File: src/rtl/omsp_hash_frontend.sv
// Packs 16-bit register writes big-endian into CORE_W beats for a hash core and streams the digest back 16 bits per read.
// A beat reaches an empty FIFO head one cycle after completion; a full FIFO or a pending terminator drops writes and sets sticky overflow.
module omsp_hash_frontend #(
   parameter int CORE_W     = 32,
   parameter int DIGEST_W   = 512,
   parameter int FIFO_DEPTH = 2
) (
   input  logic                      clk,
   input  logic                      rst,
   input  logic [1:0]                cmd_in,
   input  logic [15:0]               data,
   input  logic                      data_size,
   output logic [15:0]               hash,
   output logic                      busy,
   output logic                      ready_for_data,
   output logic                      overflow,
   output logic [CORE_W-1:0]         core_data,
   output logic [$clog2(CORE_W/8):0] core_bytes,
   output logic                      core_last,
   output logic                      core_valid,
   input  logic                      core_ready,
   input  logic                      core_busy,
   input  logic [DIGEST_W-1:0]       core_digest,
   input  logic                      core_digest_valid
);
   localparam int BYTES  = CORE_W / 8;
   localparam int CNT_W  = $clog2(BYTES);
   localparam int PTR_W  = (FIFO_DEPTH > 1) ? $clog2(FIFO_DEPTH) : 1;
   localparam int FCNT_W = $clog2(FIFO_DEPTH + 1);
   localparam logic [CNT_W:0]    FULL_BYTES = (CNT_W + 1)'(BYTES);
   localparam logic [PTR_W-1:0]  LAST_PTR   = PTR_W'(FIFO_DEPTH - 1);
   localparam logic [FCNT_W-1:0] FIFO_FULL  = FCNT_W'(FIFO_DEPTH);

   typedef struct packed {
      logic [CORE_W-1:0] dat;
      logic [CNT_W:0]    bytes;
      logic              last;
   } beat_t;

   typedef enum logic [2:0] {IDLE, MSG, FLUSH, WAIT_DIGEST, DIGEST} state_t;

   state_t              state_q, state_d;
   logic [CORE_W-1:0]   pack_q, pack_d;
   logic [CNT_W-1:0]    cnt_q, cnt_d;
   beat_t               mem_q [FIFO_DEPTH];
   beat_t               mem_d [FIFO_DEPTH];
   logic [PTR_W-1:0]    wr_ptr_q, wr_ptr_d, rd_ptr_q, rd_ptr_d;
   logic [FCNT_W-1:0]   fcnt_q, fcnt_d;
   logic [DIGEST_W-1:0] dig_q, dig_d;
   logic [15:0]         hash_q, hash_d;
   logic                ovf_q, ovf_d, rdy_q, rdy_d, busy_q, busy_d;

   logic                wr, rd, acc, push, pop;
   logic [15:0]         ins;
   logic [CORE_W-1:0]   merged;
   logic [CNT_W:0]      cnt_sum;
   beat_t               push_beat, head;

   always_comb begin
      wr  = (cmd_in == 2'b10);
      rd  = (cmd_in == 2'b01);
      acc = wr && rdy_q;
      pop = core_valid && core_ready;
      // Bytes beyond the last slot shift out; that is exactly the low half of a split word.
      ins     = data_size ? data : {data[7:0], 8'h00};
      merged  = pack_q | ({ins, {(CORE_W - 16){1'b0}}} >> {cnt_q, 3'b000});
      cnt_sum = {1'b0, cnt_q} + {{(CNT_W - 1){1'b0}}, data_size, !data_size};

      state_d   = state_q;
      pack_d    = pack_q;
      cnt_d     = cnt_q;
      push      = 1'b0;
      push_beat = '0;
      ovf_d     = ovf_q | (wr && !rdy_q);
      dig_d     = dig_q;
      hash_d    = hash_q;

      if (acc) begin
         if (cnt_sum >= FULL_BYTES) begin
            push      = 1'b1;
            push_beat = {merged, FULL_BYTES, 1'b0};
            pack_d    = (cnt_sum > FULL_BYTES) ? {data[7:0], {(CORE_W - 8){1'b0}}} : '0;
            cnt_d     = (cnt_sum > FULL_BYTES) ? CNT_W'(1) : '0;
         end else begin
            pack_d = merged;
            cnt_d  = cnt_sum[CNT_W-1:0];
         end
      end

      case (state_q)
         IDLE, DIGEST: if (acc) state_d = MSG;
         MSG:          if (!wr) state_d = FLUSH;
         FLUSH: begin
            if (fcnt_q != FIFO_FULL) begin
               push      = 1'b1;
               push_beat = {pack_q, {1'b0, cnt_q}, 1'b1};
               pack_d    = '0;
               cnt_d     = '0;
               state_d   = WAIT_DIGEST;
            end
         end
         WAIT_DIGEST: begin
            if (core_digest_valid) begin
               dig_d   = core_digest;
               state_d = DIGEST;
            end
         end
         default: state_d = IDLE;
      endcase

      // Rotating the register keeps the next chunk on top and wraps after the last one.
      if (state_q == DIGEST && rd) begin
         hash_d = dig_q[DIGEST_W-1 -: 16];
         dig_d  = (dig_q << 16) | (dig_q >> (DIGEST_W - 16));
      end

      mem_d    = mem_q;
      wr_ptr_d = wr_ptr_q;
      rd_ptr_d = rd_ptr_q;
      if (push) begin
         mem_d[wr_ptr_q] = push_beat;
         wr_ptr_d = (wr_ptr_q == LAST_PTR) ? '0 : wr_ptr_q + PTR_W'(1);
      end
      if (pop) rd_ptr_d = (rd_ptr_q == LAST_PTR) ? '0 : rd_ptr_q + PTR_W'(1);
      fcnt_d = fcnt_q + FCNT_W'(push) - FCNT_W'(pop);

      // The terminator stays pending until its digest returns, so writes are refused meanwhile.
      rdy_d  = (fcnt_d != FIFO_FULL) && (state_d != FLUSH) && (state_d != WAIT_DIGEST);
      busy_d = (state_d == MSG) || (state_d == FLUSH) || (state_d == WAIT_DIGEST) || (fcnt_d != '0);
   end

   always_ff @(posedge clk) begin
      if (rst) begin
         state_q  <= IDLE;
         pack_q   <= '0;
         cnt_q    <= '0;
         for (int i = 0; i < FIFO_DEPTH; i++) mem_q[i] <= '0;
         wr_ptr_q <= '0;
         rd_ptr_q <= '0;
         fcnt_q   <= '0;
         dig_q    <= '0;
         hash_q   <= '0;
         ovf_q    <= 1'b0;
         rdy_q    <= 1'b1;
         busy_q   <= 1'b0;
      end else begin
         state_q  <= state_d;
         pack_q   <= pack_d;
         cnt_q    <= cnt_d;
         mem_q    <= mem_d;
         wr_ptr_q <= wr_ptr_d;
         rd_ptr_q <= rd_ptr_d;
         fcnt_q   <= fcnt_d;
         dig_q    <= dig_d;
         hash_q   <= hash_d;
         ovf_q    <= ovf_d;
         rdy_q    <= rdy_d;
         busy_q   <= busy_d;
      end
   end

   always_comb begin
      head           = mem_q[rd_ptr_q];
      core_valid     = (fcnt_q != '0);
      core_data      = core_valid ? head.dat : '0;
      core_bytes     = core_valid ? head.bytes : '0;
      core_last      = core_valid && head.last;
      hash           = hash_q;
      overflow       = ovf_q;
      ready_for_data = rdy_q;
      busy           = busy_q || core_busy;
   end
endmodule

File: config.mk
export PLATFORM = sky130hd
export DESIGN_NAME = omsp_hash_frontend
export DESIGN_NICKNAME = d
export VERILOG_FILES = /design/src/rtl/omsp_hash_frontend.sv
export SDC_FILE = /design/constraint.sdc
export NUM_CORES = 1
export LEC_CHECK = 0
export CAP_MARGIN = 20
export CORE_MARGIN = 2
export CORE_UTILIZATION = 46
export DETAILED_ROUTE_END_ITERATION = 10
export GPL_TIMING_DRIVEN = 0
export PLACE_DENSITY_LB_ADDON = 0.05
export SYNTH_ARGS = -nofsm -noshare
export SYNTH_HDL_FRONTEND = slang
export SYNTH_SLANG_ARGS = --single-unit
File: constraint.sdc
create_clock -name clk -period 2.97 [get_ports clk]
set_input_delay 0.594 -clock clk [delete_from_list [all_inputs] [get_ports clk]]
set_output_delay 0.594 -clock clk [all_outputs]
set_load 0.02 [all_outputs]
# == Word-level counts from Yosys, hierarchy flattened ==
# Cells that the tools add are included.
# totals
register_bits,644
# op_classes
bitwise,5
n_shift,1
muxes,37
magnitude_cmp,5
n_reduce_logical,21
eq_ne,13
addsub,5
# op_table
operator,count
512-bit 2-to-1 mux,3
512-bit by 16-bit bitwise OR with 512-bit output,1
36-bit 2-to-1 mux,8
32-bit 2-to-1 mux,6
72-bit bitwise mux,1
36-bit demux with 1-bit select,1
32-bit bitwise OR,1
32-bit by 5-bit right shift with 32-bit output,1
16-bit 2-to-1 mux,1
3-bit 2-to-1 mux,5
3-bit by 2-bit == test with 1-bit output (second input constant),4
3-bit one-hot mux with 4 select lines,1
1-bit logical AND,8
2-bit 2-to-1 mux,4
2-bit nonzero test,4
1-bit 2-to-1 mux,7
3-bit by 1-bit == test with 1-bit output (second input constant),2
3-bit by 2-bit inequality test with 1-bit output (second input constant),2
2-bit >= comparator (second input constant),2
1-bit logical OR,4
2-bit inequality test (second input constant),2
1-bit NOT with 2-bit output,2
2-bit by 2-bit adder with 3-bit output,1
3-bit == test (second input constant),1
13 further kinds,15

# == Depth between registers and ports, before layout ==
# Gate-level depths: netlist (run 1).
# depth
depth_word,12
ltp_mapped,11
mapped_depth_nobuf,9

# == Worst setup path after synthesis (run 1) ==
# OpenSTA, ideal clock, no wires.
# synth_timing
kind,input -> register
start,input data_size
end,register rdy_q (netlist: ready_for_data)
stages,10
t_arrival_ps,2792
required_ps,2850
path_slack_ps,58
setup_ps,120
path_cell_list,buf_2 > clkinv_1 > ha_1 > fa_1 > and2_4 > buf_6 > nor2_1 > xor2_1 > ha_1 > o31a_1
# synth_via
elab_chain_cells,12
# synth_lines
item,line_no,rtl
start: declaration,12,"input logic data_size,"
1-bit zero test,67,"cnt_sum = {1'b0, cnt_q} + {{(CNT_W - 1){1'b0}}, data_size, !data_size};"
2-bit by 2-bit adder with 3-bit output *,67,
3-bit >= comparator *,79,if (cnt_sum >= FULL_BYTES) begin
1-bit 2-to-1 mux *,79,
1-bit 2-to-1 mux *,78,if (acc) begin
1-bit 2-to-1 mux,94,if (fcnt_q != FIFO_FULL) begin
1-bit 2-to-1 mux *,90,case (state_q)
2-bit by 1-bit adder with 2-bit output *,125,fcnt_d = fcnt_q + FCNT_W'(push) - FCNT_W'(pop);
2-bit by 1-bit subtractor with 2-bit output *,125,
via fcnt_d[0],48,"logic [FCNT_W-1:0] fcnt_q, fcnt_d;"
2-bit inequality test *,128,rdy_d = (fcnt_d != FIFO_FULL) && (state_d != FLUSH) && (state_d != WAIT_DIGEST);
1-bit logical AND * (2 in a row),128,
end signal: assignment,157,rdy_q <= rdy_d;
end: declaration,51,"logic ovf_q, ovf_d, rdy_q, rdy_d, busy_q, busy_d;"
# Mark *: on every way through the listed nets, which the timed path passes. The rest lies on a longest branch.
# A chain may end at the register's enable or synchronous reset.

# == Worst setup path after layout (run 1) ==
# layout_timing
start,register rd_ptr_q
end,output core_bytes[1]
# layout_via
elab_chain_cells,5
# layout_lines
item,line_no,rtl
start: declaration,47,"logic [PTR_W-1:0] wr_ptr_q, wr_ptr_d, rd_ptr_q, rd_ptr_d;"
start signal: assignment,152,rd_ptr_q <= rd_ptr_d;
1-bit NOT with 2-bit output (not written as such),163,head = mem_q[rd_ptr_q];
36-bit 2-to-1 mux (not written as such) (3 in a row),163,
3-bit 2-to-1 mux,166,core_bytes = core_valid ? head.bytes : '0;
end: declaration,18,"output logic [$clog2(CORE_W/8):0] core_bytes,"
# Every way passes these cells. The select of a mux whose other input is x is not followed.

==> results of run 1 <==
[synth_stat cells, types with 12 or more instances]
master        n  area [µm²]
a211oi_1     18         135
a21oi_1      71         355
buf_2        53         265
nor2_1      601        2260
nand2b_1     23         144
a311oi_1    496        4340
nor3_2       21         210
buf_1        24        90.1
inv_1        12        45.0
nand2_1    1078        4050
dfxtp_1     644       12900
mux2_2       24         270
o22ai_1      16         100
o2bb2ai_1    32         280
clkbuf_1    258         968
mux2i_1      47         470
nor3_1       16        80.1
a21o_1       16         120
o21ai_0      19        95.1
[sequential cells by signal, summed over array words and instances (netlist names)]
register and count:
dig_q 512, mem_q 72, pack_q 32, hash 16, state_q 3, cnt_q 2, fcnt_q 2, busy_q 1
overflow 1, rd_ptr_q 1, ready_for_data 1, wr_ptr_q 1
[cells by family (layout without fill, tap and decap cells)]
logic type / after synthesis / count (layout) / synth area share, %
buffers and inverters: 357 / 1073 / 5.18
adder cells (fa/ha/maj): 3 / 3 / 0.161
AO/OA/AOI/OAI: 719 / 719 / 21.1
flip-flops: 644 / 644 / 46.1
AND/OR/NAND/NOR: 1762 / 1762 / 24.7
other: 0 / 22 / 0
XOR/XNOR: 3 / 3 / 0.0940
multiplexers: 71 / 71 / 2.65
[final cells by class]
| class | instances | area (µm²) |
|---|---|---|
| multi-input combinational | 2558 | 13600 |
| antenna | 22 | 55.1 |
| buffer | 340 | 1420 |
| fill | 5514 | 22900 |
| tap | 782 | 978 |
| clock inverter | 24 | 300 |
| clock buffer | 100 | 2070 |
| timing repair buffer | 594 | 5960 |
| sequential | 644 | 12900 |
| inverter | 15 | 57.6 |
[per-layer routing]
metal	global-route usage (%)	up-vias	part of all wire, %
li1	-	13800	-
met1	41.4	13300	42
met2	51.1	1037	46
met3	7.68	223	7.8
met4	12.0	38	3.6
met5	0	-	0.24
[worst min-delay path by stage]
stage          startpoint         to
6_report         hash[12]   hash[12]
2_1_floorplan   mem_q[28]  mem_q[28]
3_3_place_gp      hash[4]    hash[4]
3_5_place_dp     hash[10]   hash[10]
5_1_grt          hash[12]   hash[12]
4_1_cts          hash[10]   hash[10]
[tightest hold or removal path, delay by kind of cell, from the launching register on]
family           cells  cell delay (ps)
AO/OA/AOI/OAI        1               50
AND/OR/NAND/NOR      1               50
flip-flops           1              310
[repair_timing]
item / in CTS / in global routing
resized for setup: 20 / 10
hold buffers: 0 / 0
pin swaps: 1 / 0
gates cloned: 0 / 0
endpoints found under the setup margin: 107 / 66
setup buffers: 3 / 0
[power by group]
part	leakage [nW]	internal [mW]	switching, mW
clock network	1.18	5.38	3.67
logic	6.78	1.19	1.20
registers	5.19	8.79	0.148
[cells in the final DEF (no fill, tap or decap), types with 22 or more instances in the layout]
cell type,count
buf_2,46
a21oi_1,71
clkdlybuf4s50_1,589
diode_2,22
mux2_2,24
dfxtp_1,643
clkbuf_1,262
clkbuf_16,72
a311oi_1,496
buf_1,24
nand2b_1,23
nand2_1,1078
o2bb2ai_1,32
mux2i_1,46
nor2_1,597
[through the flow]
| stage | total power, mW | TNS (ps) | util, % | hold WS (ps) |
|---|---|---|---|---|
| 6_report | 20.4 | 0 | 62.0 | 457 |
| 5_1_grt | 21.0 | 0 | 62.0 | 471 |
| 4_1_cts | 20.4 | 0 | 61.9 | 455 |
| 3_5_place_dp | 11.4 | -193190 | 57.8 | 447 |
| 3_3_place_gp | 11.4 | -184840 | 57.8 | 442 |
| 2_1_floorplan | 10.1 | 0 | - | 432 |
==> metrics, run 1 <==
status=completed; Arrival @ worst endpoint=2280 ps; number of DRC markers in iteration 0=2,156; setup ws final=91.0 ps; Via-to-Cell Ratio=5.59; CP max stage delay=550 ps; hold depth=2; setup violators final=0; area growth from synthesis to layout=33.7%; most common flop cell mapped by yosys=dfxtp_1; number of global-route vias before repair=27,500; Slew headroom=48.4%; Final Max Tran Viols=0; antenna violations before repair=39; Clock Path Buffers=3; slowest CP cell=clkdlybuf4s50_1; r2r startpoint=state_q[0]; Yosys cell types=50; largest net degree at the start of global routing=15; family with the most delay on the worst path=buffers and inverters; Synthesis Warnings=0; MaxCap Viol Count=0; syn nets=4,098; CTS tree=done; First-pass DRT Iterations=6; power per cell area=546 nW/µm²; crit path max fanout=10; Post-synth EDFFs=0; R2R depth=7; Total Routed Length=104,000 µm; Slew @ Worst Pin=775 ps; Initial Util=46.4%; critical path depth in cells=4; Seq/Total Area, Yosys=46.1%; Layout Cell Area excl Fill=37,400 µm²; Final Hold Viols=0; Finished Layout Cells=5,079; end of the critical path=core_bytes[1]; Syn Area/Cell=7.85 µm²; core box area=60,200 µm²; reg2reg end=dig_q[151]; via count=28,400; final antenna-violating net count=0; I/O Buffers=591; DP Cell Count=4,932; VDD IR-drop max=0.000433 V; Congestion Overflow GR=0; Period minus WS final=2880 ps; CTS clk-pin slew, worst paths=60 ps; share of post-route cells with drive strength above 1=5.78%; GPL Wtd Cong=0.920; clock latency at the later pin of the worst-skew pair=620 ps; placed cell areas=34,800 µm²; Rows=90; # clock sinks=644; post-DR wirelength/cell=20.5 µm; layout net count=4,761; die area=62,800 µm²; Die Ht=251 µm; skew final=26.9 ps; async set-reset flop share out of synthesis=0%; Crit path required time=2380 ps; Post-Synthesis Cells=3,559; worst slack at placement=-1010 ps; Setup crit start=rd_ptr_q; Pleak=13.1 nW; clock root buffer=clkbuf_16; HPWL Detailed=80,600 µm; Achievable Freq=347 MHz; CP Buf/Inv Count=2; drt drc=0; Total GRT Usage=31.8%; Synth Cell Area=28,000 µm²; Die Width=251 µm; H-tree levels=3; RSZ-0062 raised after global routing=false; IO Pins=592; Synth Register Bits=644; Crit Path Class=reg -> out; post-route clock period utilization=96.9%; Crit. End Element=primary output; hold crit path type=reg -> reg; Worst R2R Setup Slack=420 ps; CTS buffer count=69; Startpoint Class=register; first-pass GRT wire length=156,000 µm; crit-path cells=buf_6, mux2i_1, nor2_1, clkdlybuf4s50_1
(Power assumes the default switching activity.)
==> run 2, diff against run 1 <==
--- a/config.mk
+++ b/config.mk
@@ -11,6 +11,7 @@
 export DETAILED_ROUTE_END_ITERATION = 10
 export GPL_TIMING_DRIVEN = 0
 export PLACE_DENSITY_LB_ADDON = 0.05
+export REMOVE_ABC_BUFFERS = 1
 export SYNTH_ARGS = -nofsm -noshare
 export SYNTH_HDL_FRONTEND = slang
 export SYNTH_SLANG_ARGS = --single-unit
==> metrics, run 2 (synthesis gave the netlist of run 1 again) <==
placed cell areas=35,000 µm² (was 34,800 µm²); First-pass DRT Iterations=5 (was 6); Via-to-Cell Ratio=5.58 (was 5.59); share of post-route cells with drive strength above 1=6.92% (was 5.78%); first-pass GRT wire length=136,000 µm (was 156,000 µm); Slew @ Worst Pin=893 ps (was 775 ps); number of global-route vias before repair=25,200 (was 27,500); core box area=60,200 µm² (unchanged); H-tree levels=3 (unchanged); crit-path cells=nor2_4, buf_12, nor2_1, clkdlybuf4s50_1 (was buf_6, mux2i_1, nor2_1, clkdlybuf4s50_1); Crit Path Class=reg -> out (unchanged); Period minus WS final=2870 ps (was 2880 ps); MaxCap Viol Count=0 (unchanged); most frequent cells in the layout=nand2_1, dfxtp_1, nor2_1 (unchanged); CP max stage delay=690 ps (was 550 ps); Crit path required time=2380 ps (about the same); Final Hold Viols=0 (unchanged); Die Ht=251 µm (unchanged); post-route clock period utilization=96.7% (was 96.9%); final hold slack=454 ps (was 457 ps); layout net count=4,506 (was 4,761); largest net degree at the start of global routing=160 (was 15); GPL Wtd Cong=0.863 (was 0.920); clock latency at the later pin of the worst-skew pair=600 ps (was 620 ps); hold crit path type=reg -> reg (unchanged); CTS clk-pin slew, worst paths=60 ps (about the same); HPWL Detailed=60,700 µm (was 80,600 µm); crit path max fanout=19 (was 10); Clock Path Buffers=3 (unchanged); # clock sinks=644 (unchanged); Total Routed Length=88,900 µm (was 104,000 µm); post-DR wirelength/cell=18.4 µm (was 20.5 µm); Crit. End Element=primary output (unchanged); most common cell after layout, fill and taps aside=nand2_1 (unchanged); clock root buffer=clkbuf_16 (unchanged); Congestion Overflow GR=0 (unchanged); max reg flops=512 (unchanged); die area=62,800 µm² (unchanged); status=completed (unchanged); area growth from synthesis to layout=34.7% (was 33.7%); Pleak=13.3 nW (was 13.1 nW); CTS buffer count=71 (was 69); Final Max Tran Viols=0 (unchanged); Initial Util=46.4% (unchanged); Layout Cell Area excl Fill=37,600 µm² (was 37,400 µm²); Achievable Freq=348 MHz (was 347 MHz); CP Buf/Inv Count=2 (unchanged); final antenna-violating net count=0 (unchanged); IO Pins=592 (unchanged); via count=26,900 (was 28,400); family with the most delay on the worst path=buffers and inverters (unchanged); Startpoint Class=register (unchanged); slowest CP cell=clkdlybuf4s50_1 (unchanged); antenna violations before repair=53 (was 39); power per cell area=533 nW/µm² (was 546 nW/µm²); number of DRC markers in iteration 0=1,912 (was 2,156); top flop regs=dig_q (512), mem_q (72), pack_q (32) (unchanged); Total GRT Usage=26.7% (was 31.8%); skew final=17.4 ps (was 26.9 ps); RSZ-0062 raised after global routing=false (unchanged); setup violators final=0 (unchanged); Slew headroom=40.5% (was 48.4%); Rows=90 (unchanged); Arrival @ worst endpoint=2280 ps (about the same); drt drc=0 (unchanged); VDD IR-drop max=0.000448 V (was 0.000433 V); Die Width=251 µm (unchanged); I/O Buffers=591 (unchanged); CTS tree=done (unchanged); Top reg by flops=dig_q (unchanged); setup_tns=0 ps (unchanged)
## run 2: cell count changes in the layout (fill, tap and decap cells not counted), sizes merged, moves of 2 or more
cell,delta
buf,-2
dlymetal6s2s,-2
diode,+13
or2,+2
dlygate4sd2,+6
nor2,+2
bufinv,-3
inv,-4
clkbuf,-251
clkdlybuf4s50,-6
clkinv,-2
## run 2: final cells by class
class / instances / area (µm²)
sequential: 644 / 12900
clock buffer: 106 / 2180
tap: 782 / 978
fill: 5288 / 22600
timing repair buffer: 673 / 7570
clock inverter: 16 / 158
multi-input combinational: 2562 / 13700
inverter: 15 / 57.6
antenna: 35 / 87.6
## run 2: final timing paths
path         depth (start not counted)             to  slack [ps]        from
min reg2reg                          2        hash[4]         450     hash[4]
min                                  2        hash[4]         450     hash[4]
max reg2reg                         13     dig_q[429]         160  state_q[2]
max                                  4  core_data[20]         100   fcnt_q[1]
## run 2: metrics by stage
stage          std cells  setup slack, ps  utilization [%]  power, mW
6_report            4833             96.8             62.5       20.1
5_1_grt             4830             5.33             62.5       20.8
4_1_cts             4790             3.35             62.1       20.2
3_5_place_dp        4664            -2090             58.2       11.3
3_3_place_gp        4590           -32140             55.5       11.3
2_1_floorplan       3217           -18560                -       10.0
## run 2: per-layer routing
metal / part of all wire [%] / track usage (%) / routed length (µm)
met1: 41 / 32.9 / 36800
met2: 48 / 43.6 / 42400
met3: 7.2 / 7.60 / 6380
met4: 3.5 / 11.4 / 3090
met5: 0.25 / 0 / 225
## run 2: repair_timing
action / 4_1_cts / 5_1_grt
setup endpoints to repair: 347 / 146
gates cloned: 2 / 3
pin swaps: 4 / 4
resized for setup: 26 / 7
hold buffers: 0 / 0
setup buffers: 3 / 6
## run 2: worst reg2reg max path: stages, from the launching register on
cell	delay, ps
dfxtp_1	380
inv_1	80
nor3_2	220
nand3b_1	210
buf_16	190
buf_16	150
buf_8	170
buf_16	180
buf_8	180
buf_12	170
buf_16	170
buf_16	180
buf_16	170
a311oi_1	230
## run 2: power breakdown
group / internal (mW) / switching (mW) / leakage (nW)
Clock: 5.31 / 3.54 / 1.17
Sequential: 8.80 / 0.159 / 5.19
Combinational: 1.16 / 1.10 / 6.96
Total: 15.3 / 4.80 / 13.3
==> run 3, diff against run 2 <==
--- a/config.mk
+++ b/config.mk
@@ -6,6 +6,7 @@
 export NUM_CORES = 1
 export LEC_CHECK = 0
 export CAP_MARGIN = 20
+export CORE_ASPECT_RATIO = 1.1
 export CORE_MARGIN = 2
 export CORE_UTILIZATION = 46
 export DETAILED_ROUTE_END_ITERATION = 10
==> metrics, run 3 (synthesis gave the netlist of run 1 again) <==
Crit. End Element=primary output (unchanged); Die Width=239 µm (was 251 µm); CTS clk-pin slew, worst paths=60 ps (about the same); VDD IR-drop max=0.000367 V (was 0.000448 V); Hold Crit Endpoint=dig_q[14] (was hash[4]); Total Routed Length=87,200 µm (was 88,900 µm); Worst R2R Setup Slack=180 ps (was 160 ps); clock latency at the later pin of the worst-skew pair=600 ps (about the same); placed cell areas=35,100 µm² (was 35,000 µm²); GPL Wtd Cong=0.832 (was 0.863); Top reg by flops=dig_q (unchanged); clock root buffer=clkbuf_16 (unchanged); CTS tree=done (unchanged); share of post-route cells with drive strength above 1=6.55% (was 6.92%); status=completed (unchanged); Final Max Tran Viols=0 (unchanged); layout net count=4,503 (was 4,506); top flop regs=dig_q (512), mem_q (72), pack_q (32) (unchanged); number of global-route vias before repair=24,600 (was 25,200); most frequent cells in the layout=nand2_1, dfxtp_1, nor2_1 (unchanged); CTS buffer count=69 (was 71); Final Power=19.8 mW (was 20.1 mW); largest net degree at the start of global routing=152 (was 160); Layout Cell Area excl Fill=37,600 µm² (about the same); family with the most delay on the worst path=buffers and inverters (unchanged); Via-to-Cell Ratio=5.45 (was 5.58); final core occ=62.7% (was 62.5%); R2R depth=6 (was 13); area growth from synthesis to layout=34.5% (was 34.7%); core box area=60,000 µm² (was 60,200 µm²); skew final=15.4 ps (was 17.4 ps); hold depth=2 (unchanged); H-tree levels=3 (unchanged); switch share=24.1% (was 23.9%); post-DR wirelength/cell=18.1 µm (was 18.4 µm); Initial Util=46.6% (was 46.4%); final antenna-violating net count=0 (unchanged); CTS Hold Buffers Added=0 (unchanged); Crit path required time=2380 ps (about the same); Slew headroom=40.1% (was 40.5%); Net Switching=4.76 mW (was 4.80 mW); hold crit path type=in -> reg (was reg -> reg); Comb pwr share=11.4% (was 11.3%); Total GRT Usage=26.5% (was 26.7%); reg2reg end=mem_q[41] (was dig_q[429]); IO Pins=592 (unchanged); Filler cells=5,437 (was 5,288); Arrival @ worst endpoint=2340 ps (was 2280 ps); Slew @ Worst Pin=899 ps (was 893 ps); MaxCap Viol Count=0 (unchanged); r2r startpoint=state_q[1] (was state_q[2]); power per cell area=527 nW/µm² (was 533 nW/µm²); setup violators final=0 (unchanged); RSZ-0062 raised after global routing=false (unchanged); P_int=15.0 mW (was 15.3 mW); most common cell after layout, fill and taps aside=nand2_1 (unchanged); Congestion Overflow GR=0 (unchanged); antenna violations before repair=59 (was 53); crit path max fanout=25 (was 19); Die Ht=263 µm (was 251 µm); post-route clock period utilization=98.7% (was 96.7%); Clock Path Buffers=3 (unchanged); first-pass GRT wire length=134,000 µm (was 136,000 µm); First-pass DRT Iterations=7 (was 5); Final Hold Viols=0 (unchanged); CP Buf/Inv Count=2 (unchanged); Clock power frac=43.4% (was 44.1%); Rows=94 (was 90); I/O Buffers=591 (unchanged); crit-path cells=nor2_4, buf_16, nor2_1, clkdlybuf4s50_1 (was nor2_4, buf_12, nor2_1, clkdlybuf4s50_1); Crit Path Class=reg -> out (unchanged); number of DRC markers in iteration 0=1,807 (was 1,912); max reg flops=512 (unchanged); Hold Crit Start=rst (was hash[4]); Sequential Power Share=45.1% (was 44.6%); # clock sinks=644 (unchanged); area of the multi-input gates=13,700 µm² (about the same); HPWL Detailed=59,200 µm (was 60,700 µm); Startpoint Class=register (unchanged); die area=62,800 µm² (about the same); slowest CP cell=clkdlybuf4s50_1 (unchanged); CP max stage delay=680 ps (was 690 ps); drt drc=0 (unchanged); Pleak=13.3 nW (about the same); Seq. cell area=12,900 µm² (about the same); setup_tns=0 ps (unchanged); Achievable Freq=341 MHz (was 348 MHz); Period minus WS final=2930 ps (was 2870 ps); via count=26,300 (was 26,900)
-- run 3: changes by cell type in the layout (fill, tap and decap cells not counted), sizes merged --
| cell | delta |
|---|---|
| dlygate4sd2 | -6 |
| nor2 | -1 |
| clkinvlp | +3 |
| diode | +10 |
| clkbuf | -3 |
| bufinv | +1 |
| dlymetal6s2s | +1 |
| clkinv | -2 |
| clkdlybuf4s50 | +5 |
| inv | +1 |
-- run 3: routing by layer --
metal | track usage, % | share of wire [%] | vias up
met1 | 32.3 | 41 | 12200
met4 | 12.6 | 3.1 | 36
met3 | 7.43 | 7.1 | 160
met2 | 43.0 | 48 | 614
met5 | 0 | 0.25 | -
li1 | - | - | 13300
-- run 3: layout make-up --
class | count | share of cell area [%]
repair buffers | 673 | 20.3
flip-flops and latches | 644 | 34.3
multi-input cells | 2561 | 36.4
well taps | 768 | 2.56
inverters | 15 | 0.153
clock buffers | 103 | 5.39
diodes | 45 | 0.300
clock inverters | 19 | 0.566
-- run 3: worst register-to-register path, cell delays in order, from the launching register on --
cell      delay, ps
dfxtp_1         410
nand2b_1        340
or3_2           780
a21oi_4         420
buf_12          240
nand2b_2        270
o22ai_1         260
-- run 3: worst max-delay path by stage --
stage,from,end,slack (ps),depth (start not counted)
2_1_floorplan,state_q[2],dig_q[100],-18560,4
3_3_place_gp,cmd_in[0],dig_q[441],-31870,4
3_5_place_dp,data_size,mem_q[58],-2020,9
4_1_cts,state_q[2],dig_q[7],6,9
5_1_grt,fcnt_q[0],core_last,4,4
6_report,fcnt_q[0],core_last,40,4
-- run 3: repair_timing --
action                     CTS  global route
pin swaps                    2             2
resized for setup           18             7
cloned                       0             4
buffers inserted             4             1
setup endpoints to repair  343           115
-- run 3: power groups by stage --
stage | sequential, mW | combinational (mW) | clock, mW
after floorplan | 9.15 | 0.886 | 0
after global placement | 9.22 | 2.15 | 0
after detailed placement | 9.16 | 2.19 | 0
after CTS | 8.93 | 2.26 | 8.77
after global routing | 8.95 | 2.43 | 9.09
final | 8.93 | 2.26 | 8.59
-- run 3: per-stage QoR --
stage | hold slack, ps | instances | setup slack [ps]
2_1_floorplan | 432 | 3217 | -18560
3_3_place_gp | 442 | 4576 | -31870
3_5_place_dp | 447 | 4655 | -2020
4_1_cts | 419 | 4780 | 6.33
5_1_grt | 454 | 4820 | 3.60
6_report | 445 | 4828 | 37.7
